**src/rtl/rf_wr_arbiter.sv**
```systemverilog
`default_nettype none
// ============================================================================
//  Module   : rf_wr_arbiter
//  Purpose  : Shares the register-file write port between the pipeline (A)
//             and a queued long-latency source (B), with a pending-write mask.
//  Revision : 1.0  initial release
// ============================================================================
module rf_wr_arbiter #(
    parameter int DATA_WIDTH = 32,
    parameter int ADDR_WIDTH = 5,
    parameter int FIFO_DEPTH = 4,
    parameter int MAX_WAIT   = 8
) (
    input  logic                       clk,
    input  logic                       rst_n,
    input  logic                       a_valid,
    input  logic [ADDR_WIDTH-1:0]      a_addr,
    input  logic [DATA_WIDTH-1:0]      a_data,
    input  logic                       b_valid,
    output logic                       b_ready,
    input  logic [ADDR_WIDTH-1:0]      b_addr,
    input  logic [DATA_WIDTH-1:0]      b_data,
    output logic                       we,
    output logic [ADDR_WIDTH-1:0]      a3,
    output logic [DATA_WIDTH-1:0]      wd3,
    output logic                       stall_a,
    output logic [2**ADDR_WIDTH-1:0]   pending_mask
);

    localparam int PW = $clog2(FIFO_DEPTH);
    localparam int CNTW = PW + 1;
    localparam int CW = $clog2(MAX_WAIT + 1);
    localparam logic [CNTW-1:0] C_FULL = CNTW'(FIFO_DEPTH);
    localparam logic [CW-1:0]   C_MAX  = CW'(MAX_WAIT);

    typedef enum logic [1:0] {
        ST_IDLE   = 2'd0,
        ST_WAIT   = 2'd1,
        ST_STARVE = 2'd2
    } state_t;

    logic [ADDR_WIDTH-1:0] r_mem_addr [FIFO_DEPTH];
    logic [DATA_WIDTH-1:0] r_mem_data [FIFO_DEPTH];
    logic [PW-1:0]         r_wr_ptr;
    logic [PW-1:0]         r_rd_ptr;
    logic [CNTW-1:0]       r_count;
    logic [CNTW-1:0]       w_count_n;

    logic                  r_we;
    logic                  r_src_b;
    logic [ADDR_WIDTH-1:0] r_a3;
    logic [DATA_WIDTH-1:0] r_wd3;
    logic                  r_stall_a;

    state_t                r_state;
    state_t                w_state_n;
    logic [CW-1:0]         r_cnt;
    logic [CW-1:0]         w_cnt_n;

    logic                  w_empty;
    logic                  w_push;
    logic                  w_grant_a;
    logic                  w_pop;
    logic [FIFO_DEPTH-1:0] w_occ;
    logic [2**ADDR_WIDTH-1:0] w_pending;

    assign w_empty   = (r_count == '0);
    assign b_ready   = (r_count != C_FULL);
    // Address 0 completes the handshake but never occupies a slot.
    assign w_push    = b_valid && b_ready && (b_addr != '0);
    assign w_grant_a = a_valid && (a_addr != '0);
    assign w_pop     = !w_grant_a && !w_empty;
    assign w_count_n = r_count + CNTW'(w_push) - CNTW'(w_pop);

    always_ff @(posedge clk) begin
        if (w_push) begin
            r_mem_addr[r_wr_ptr] <= b_addr;
            r_mem_data[r_wr_ptr] <= b_data;
        end
    end

    always_ff @(posedge clk or negedge rst_n) begin
        if (!rst_n) begin
            r_wr_ptr <= '0;
            r_rd_ptr <= '0;
            r_count  <= '0;
        end else begin
            if (w_push) r_wr_ptr <= r_wr_ptr + 1'b1;
            if (w_pop)  r_rd_ptr <= r_rd_ptr + 1'b1;
            r_count <= w_count_n;
        end
    end

    always_ff @(posedge clk or negedge rst_n) begin
        if (!rst_n) begin
            r_we    <= 1'b0;
            r_src_b <= 1'b0;
            r_a3    <= '0;
            r_wd3   <= '0;
        end else if (w_grant_a) begin
            r_we    <= 1'b1;
            r_src_b <= 1'b0;
            r_a3    <= a_addr;
            r_wd3   <= a_data;
        end else if (w_pop) begin
            r_we    <= 1'b1;
            r_src_b <= 1'b1;
            r_a3    <= r_mem_addr[r_rd_ptr];
            r_wd3   <= r_mem_data[r_rd_ptr];
        end else begin
            r_we    <= 1'b0;
            r_src_b <= 1'b0;
        end
    end

    always_ff @(posedge clk or negedge rst_n) begin
        if (!rst_n) begin
            r_state   <= ST_IDLE;
            r_cnt     <= '0;
            r_stall_a <= 1'b0;
        end else begin
            r_state   <= w_state_n;
            r_cnt     <= w_cnt_n;
            r_stall_a <= (w_state_n == ST_STARVE);
        end
    end

    always_comb begin
        w_state_n = r_state;
        w_cnt_n   = r_cnt;
        if (w_pop) begin
            w_cnt_n   = '0;
            w_state_n = (w_count_n != '0) ? ST_WAIT : ST_IDLE;
        end else if (!w_empty) begin
            // Head lost arbitration this cycle; counter saturates at the limit.
            if (r_cnt < C_MAX) w_cnt_n = r_cnt + 1'b1;
            if ((r_state == ST_STARVE) || (r_cnt >= C_MAX - 1'b1))
                w_state_n = ST_STARVE;
            else
                w_state_n = ST_WAIT;
        end else begin
            w_cnt_n   = '0;
            w_state_n = w_push ? ST_WAIT : ST_IDLE;
        end
    end

    generate
        for (genvar i = 0; i < FIFO_DEPTH; i++) begin : g_occ
            logic [PW-1:0] w_off;
            assign w_off    = PW'(i) - r_rd_ptr;
            assign w_occ[i] = ({1'b0, w_off} < r_count);
        end
    endgenerate

    always_comb begin
        w_pending = '0;
        for (int i = 0; i < FIFO_DEPTH; i++) begin
            if (w_occ[i]) w_pending[r_mem_addr[i]] = 1'b1;
        end
        if (r_we && r_src_b) w_pending[r_a3] = 1'b1;
    end

    assign we           = r_we;
    assign a3           = r_a3;
    assign wd3          = r_wd3;
    assign stall_a      = r_stall_a;
    assign pending_mask = w_pending;

endmodule
`default_nettype wire

```
**config.mk**
```make
export PLATFORM = sky130hd
export DESIGN_NAME = rf_wr_arbiter
export DESIGN_NICKNAME = d
export VERILOG_FILES = /design/src/rtl/rf_wr_arbiter.sv
export SDC_FILE = /design/constraint.sdc
export NUM_CORES = 1
export LEC_CHECK = 0
export CORE_MARGIN = 4
export CORE_UTILIZATION = 40
export CTS_CLUSTER_SIZE = 8
export DETAILED_ROUTE_END_ITERATION = 7
export SYNTH_ARGS = -nofsm -noshare
export SYNTH_HDL_FRONTEND = slang
export SYNTH_SLANG_ARGS = --single-unit
```
**constraint.sdc**
```tcl
create_clock -name clk -period 3.5 [get_ports clk]
set_input_delay 0.525 -clock clk [delete_from_list [all_inputs] [get_ports clk]]
set_output_delay 0.525 -clock clk [all_outputs]
set_load 0.005 [all_outputs]
```
==> flow_summary_export.csv, run 1 <==
group,metric,value,unit
power,powerDensity,804.9,mW/mm^2
synth,synth_nets,806,
global_routing,grt_max_degree,42,
global_routing,first_global_vias,7282,
setup_path,reg2reg_from,"r_count[0]",
floorplan,die_area,0.02632,sq mm
routing,first_pass_iters,7,
place,dp_hpwl,19.38,mm
synth,synth-edff-count,148,
synth,synthCells,716,
setup_path,crit_buf_inv,5,
setup_path,critPathCaptureType,"output port",
min_path,min_path_type,"in2async",
floorplan,core_area,0.02347,sq mm
setup_path,cp_cell_sequence,"xnor2_4 -> inv_1 -> ha_1 -> nor2b_4 -> a2111oi_4 -> buf_6 -> buf_4 -> buf_4 -> a22oi_2 -> o211ai_1 -> clkdlybuf4s15_1",
sta,relSlewSlack,41.28,%
setup_path,reg2reg_depth,11,
sta,worst-slew-pin-transition,0.8807,ns
setup_path,max_stage_delay,0.50,ns
run,drv_cap,0,
synth,async_flop_share,26.37,%
run_status,status,"complete, no violations",
layout,final_common_cell,"edfxtp_1",
setup_path,reg2reg_to,"r_state[0]",
setup_path,reg2reg_slack,0.77,ns
setup_path,crit_family,"buffers and inverters",
layout,drive_gt1_share,19.44,%
setup_path,cp.arrival,2.89,ns
synth,syn_area_per_cell,13.29,sq um
sta,skew,0.02042,ns
synth,netlist_area,0.009517,sq mm
global_routing,grt_first_pass_wirelength,42.90,mm
sta,period_share,97.62,%
synth,ys_seq_area_share,60.64,%
synth,yosysWarnings,0,
clock_tree,cts_tree,"yes",
setup_path,critPathSlowestCell,"dfrtp_4",
setup_path,cpMostUsedCell,"buf_4",
power,finalPower,10.24,mW
routing,vias_per_cell,5.592,
floorplan,ios,150,
sta,hold_viol_final,0,
layout,num-nets-final,994,
sta,finalCriticalPeriod,3.417,ns
sta,setup_viol,0,
layout,mostFrequentLayoutCells,"148 x edfxtp_1, 118 x clkdlybuf4s50_1, 73 x a21oi_1",
setup_path,cp_max_fo,6,
floorplan,num_rows,56,
global_routing,grtUsageTotal,21.04,%
floorplan,die_w,162.2,um
power,ir_drop,0.4374,mV
clock_tree,cts_sinks,201,
clock_tree,clock_tree.root_cell,"clkbuf_16",
place,gp_congestion,0.8854,
global_routing,gr-total-overflow,0,
place,place_inst,1172,
routing,drtIter0Drc,512,
synth,yosysUniqueCellTypes,57,
routing,vias,6962,
clock_tree,clk_latency,0.54,ns
routing,wl_per_cell,22.57,um
setup_path,worstSetupStartpointType,"register",
clock_tree,htreeDepth,1,
routing,drc,0,
synth,synthFlopType,"edfxtp_1",
layout,antennaDiodeCount,0,
synth,ys_ff_latch,201,
power,p_leak,4.795,nW
floorplan,die_h,162.2,um
setup_path,critPathKind,"reg2out",
clock_tree,cts_hold_buf,0,
setup_path,required,2.97,ns
layout,fin_cells,1245,
clock_tree,clk_path_buf_depth,3,
routing,ant_nets,0,
clock_tree,cts.clk_slew.worst_paths,0.05,ns
global_routing,antenna_found_initial,0,
clock_tree,numCtsBuffers,29,
routing,routed_wl,28.10,mm
sta,final-max-slew-violation-count,0,
sta,fmax,292.7,MHz
floorplan,start_util,40.54,%
place,port_buffers,149,
layout,area_growth,33.71,%
## synthesized netlist by cell type (3+ instances only)
cell / n / area share [%]
nand3b_1: 3 / 0.24
xor2_1: 3 / 0.28
buf_1: 3 / 0.12
mux4_2: 37 / 8.8
buf_2: 10 / 0.53
a21oi_1: 77 / 4.0
dfrtp_1: 53 / 14
and2_1: 6 / 0.39
nor2_1: 56 / 2.2
and3b_1: 5 / 0.46
nor3_1: 7 / 0.37
nand2_1: 71 / 2.8
a2bb2oi_1: 3 / 0.28
a22oi_1: 51 / 4.0
and3_1: 6 / 0.39
a2111oi_4: 5 / 1.4
nand2b_1: 4 / 0.26
a2111oi_2: 9 / 1.4
xnor2_1: 5 / 0.46
nor2b_1: 12 / 0.79
inv_1: 17 / 0.67
nand3_1: 30 / 1.6
clkbuf_1: 24 / 0.95
nor3b_1: 10 / 0.79
edfxtp_1: 148 / 47
a32oi_1: 5 / 0.46
ha_1: 11 / 1.4
o211ai_1: 8 / 0.63
nand4b_1: 3 / 0.28
## what timing repair did
action                     in CTS  in global routing
pin swaps                      24                 16
setup buffers                   9                 11
gates resized for setup        42                 38
setup endpoints to repair      32                 23
## logic make-up (layout without fill, tap and decap cells)
| kind of cell | after synthesis | count (layout) | synth area share, % |
|---|---|---|---|
| compound gates | 169 | 169 | 13.28 |
| xor+xnor | 8 | 8 | 0.7363 |
| fa+ha+maj | 12 | 12 | 1.657 |
| buf+inv | 58 | 268 | 2.656 |
| flops | 201 | 201 | 60.64 |
| mux | 39 | 39 | 8.980 |
| simple gates | 229 | 229 | 12.06 |
## layer usage
layer	vias up	routed length [um]	track usage, %
li1	3144	-	-
met1	3506	11750	28.74
met2	261	13710	34.20
met3	51	1699	3.400
met4	0	932	7.805
met5	-	0	0
## flip-flops by register name, summed over array words and instances, names as in the netlist
signal	flops
r_src_b	1
r_mem_data	128
r_wr_ptr	2
wd3	32
a3	5
we	1
r_count	3
r_cnt	4
stall_a	1
r_rd_ptr	2
r_mem_addr	20
r_state	2
## how the worst max path moves through the flow
stage,start,endpoint,cells after the start
after floorplan,a_addr[1],r_state[0],10
after global placement,r_rd_ptr[0],pending_mask[14],8
after detailed placement,r_rd_ptr[1],pending_mask[29],8
after CTS,r_rd_ptr[0],pending_mask[2],9
after global routing,r_rd_ptr[0],pending_mask[3],10
final,r_rd_ptr[0],pending_mask[13],11
## where the power goes
part,internal (mW),switching (mW)
combinational,1.93,2.12
sequential,3.19,0.427
clock,1.62,0.962
total,6.74,3.50
## cell type report
cell class	count	area [sq um]
sequential	201	5777
multi-input combinational	457	3716
fill	1996	10750
clock inverter	3	55.05
tap	319	399.1
clock buffer	50	804.5
inverter	17	63.81
timing repair buffer	198	1909
## stage by stage
stage	setup slack (ns)	setup TNS, ns	hold slack (ns)	instance area [sq um]	utilization (%)
3_3_place_gp	0.1256	0	0.5359	11510	49.02
5_1_grt	-0.0009921	-0.0009921	0.04359	12720	54.21
2_1_floorplan	0.6420	0	0.2294	9517	-
6_report	0.08340	0	0.02873	12720	54.21
4_1_cts	0.0004363	0	0.02931	12520	53.34
3_5_place_dp	0.09832	0	0.5648	11510	49.02
Power figures use the tool's default switching activity.
==> inputs of run 2 (changes only) <==
--- a/config.mk
+++ b/config.mk
@@ -10,4 +10,5 @@
 export CTS_CLUSTER_SIZE = 8
 export DETAILED_ROUTE_END_ITERATION = 7
+export SKIP_LAST_GASP = 1
 export SYNTH_ARGS = -nofsm -noshare
 export SYNTH_HDL_FRONTEND = slang
==> constraint.sdc (replaced) <==
create_clock -name clk -period 3.5 [get_ports clk]
set_input_delay 0.525 -clock clk [delete_from_list [all_inputs] [get_ports clk]]
set_output_delay 0.525 -clock clk [all_outputs]
set_load 0.05 [all_outputs]
==> run 2 against run 1 <==
Sequential power about the same. Combinational power rose by 28%. Highest routed layer unchanged. Sequential cell count unchanged. Non-clock buffer count down 18. Critical endpoint is now pending_mask[29]. Via count down 1.4%. Sequential share of layout area fell by 0.12 points. Hold slack improved by 0.045 ns. Largest cell class unchanged. Count of clock-buffer cells in the layout is the same. Critical path type unchanged. Wire length decreased by 1.5%. First-iteration DRC count increased by 21%. Register-to-register slack barely moved.
==> flow_summary_export.csv, run 2 (synthesized netlist as in run 1, its figures left out) <==
group,metric,value,unit
routing,met1_length,11.21,mm
setup_path,critPathKind,"reg2out",
clock_tree,cts_hold_buf,0,
routing,vias,6867,
sta,hold_viol_final,0,
routing,dr_wl_met3,1.779,mm
setup_path,crit_start,"r_rd_ptr[0]",
sta,skew,0.01350,ns
clock_tree,clk_path_buf_depth,3,
setup_path,cp_cell_sequence,"xnor2_2 -> inv_1 -> ha_1 -> nor2b_4 -> a2111oi_4 -> buf_4 -> a22oi_1 -> o211ai_1 -> buf_12",
run_status,status,"complete, no violations",
layout,largest_reg_flops,128,
setup_path,reg2reg_depth,10,
floorplan,die_area,0.02632,sq mm
routing,ant_nets,0,
place,dpl_cell_area,0.01175,sq mm
floorplan,die_w,162.2,um
sta,worst-slew-pin-transition,0.9123,ns
sta,fmax,293.1,MHz
setup_path,cp_max_fo,7,
global_routing,first_global_vias,7332,
routing,drtIter0Drc,621,
clock_tree,cts.clk_slew.worst_paths,0.05,ns
place,pre_cts_ws,0.09148,ns
setup_path,reg2reg_slack,0.78,ns
setup_path,critPathSlowestCell,"dfrtp_4",
global_routing,antenna_found_initial,0,
layout,mostFrequentLayoutCells,"148 x edfxtp_1, 116 x clkdlybuf4s50_1, 77 x a21oi_1",
clock_tree,cts_sinks,201,
routing,vias_per_cell,5.597,
setup_path,max_stage_delay,0.50,ns
power,p_leak,4.581,nW
sta,setup_viol,0,
setup_path,crit_buf_inv,3,
routing,wl_met2,13.78,mm
sta,setup_ws,0.08818,ns
global_routing,gr-total-overflow,0,
place,place_inst,1168,
setup_path,reg2reg_from,"r_count[2]",
setup_path,critPathCaptureType,"output port",
layout,fin_cells,1227,
setup_path,required,2.97,ns
setup_path,critical_path.endpoint,"pending_mask[29]",
layout,antennaDiodeCount,0,
layout,area_growth,34.03,%
floorplan,die_h,162.2,um
floorplan,num_rows,56,
routing,dr.max_layer_used,"met4",
clock_tree,cts_tree,"yes",
sta,finalCriticalPeriod,3.412,ns
setup_path,crit_family,"compound AO/OA/AOI/OAI gates",
layout,num-nets-final,976,
setup_path,worstSetupStartpointType,"register",
floorplan,start_util,40.54,%
clock_tree,numCtsBuffers,29,
layout,fillers,1963,
routing,routed_wl,27.67,mm
min_path,min_path_type,"in2async",
setup_path,critical_path_depth,9,
place,port_buffers,149,
setup_path,reg2reg_to,"r_state[0]",
place,dp_hpwl,19.21,mm
global_routing,grtUsageTotal,20.93,%
clock_tree,htreeDepth,1,
global_routing,grt_max_degree,43,
routing,wl_per_cell,22.55,um
run,drv_cap,0,
routing,first_pass_iters,5,
clock_tree,clk_latency,0.54,ns
layout,drive_gt1_share,19.82,%
sta,period_share,97.48,%
clock_tree,clock_tree.root_cell,"clkbuf_16",
layout,largest-register,"r_mem_data",
power,powerDensity,884.3,mW/mm^2
sta,relSlewSlack,39.18,%
floorplan,ios,150,
place,gp_congestion,0.9305,
sta,final-max-slew-violation-count,0,
power,ir_drop,0.5370,mV
power,finalPower,11.28,mW
global_routing,grt_first_pass_wirelength,42.76,mm
layout,final_common_cell,"edfxtp_1",
layout,final_cell_area,0.01275,sq mm
setup_path,cp.arrival,2.89,ns
sta,rsz0062_at_grt,"true",
floorplan,core_area,0.02347,sq mm
routing,drc,0,
## run 2: area by class of cell
type                       instances  area (sq um)  area share, %
clock buffer                      50         804.5          6.308
clock inverter                     3         30.03         0.2354
timing repair buffer             180          2056          16.12
multi-input combinational        457          3626          28.43
sequential                       201          5776          45.28
tap                              319         399.1          3.129
inverter                          17         63.81         0.5003
## run 2: where the power goes
group	total [mW]	leakage [nW]	internal, mW	switching, mW
sequential	3.60	1.97	3.19	0.408
clock	2.50	0.400	1.54	0.955
combinational	5.18	2.21	2.05	3.13
total	11.3	4.58	6.79	4.49
## run 2: worst min-delay path by stage
stage,startpoint,to,slack (ns),cells after the start
after global routing,rst_n,a3[4],0.12,1
after global placement,r_cnt[1],r_cnt[1],0.54,2
after floorplan,rst_n,a3[0],0.23,0
final,rst_n,wd3[29],0.07,1
after CTS,rst_n,wd3[11],0.08,1
after detailed placement,wd3[22],wd3[22],0.56,2
## run 2: routing by layer
| metal | vias to the layer above | global-route usage, % |
|---|---|---|
| li1 | 3115 | - |
| met3 | 58 | 3.197 |
| met4 | 0 | 7.151 |
| met5 | - | 0 |
| met2 | 266 | 35.96 |
| met1 | 3428 | 27.24 |
## run 2: what timing repair did
| item | 4_1_cts | 5_1_grt |
|---|---|---|
| cloned | 0 | 0 |
| endpoints found under the hold margin | 0 | 0 |
| resized for setup | 6 | 17 |
| buffers inserted | 5 | 1 |
| endpoints found under the setup margin | 32 | 30 |
| pin swaps | 4 | 6 |
## run 2: through the flow
step	util, %	setup TNS (ns)	hold WS, ns
6_report	54.34	0	0.07335
3_5_place_dp	50.04	0	0.5593
4_1_cts	53.92	-0.1719	0.08349
3_3_place_gp	50.04	0	0.5408
5_1_grt	54.34	-0.04250	0.1247
2_1_floorplan	-	0	0.2294
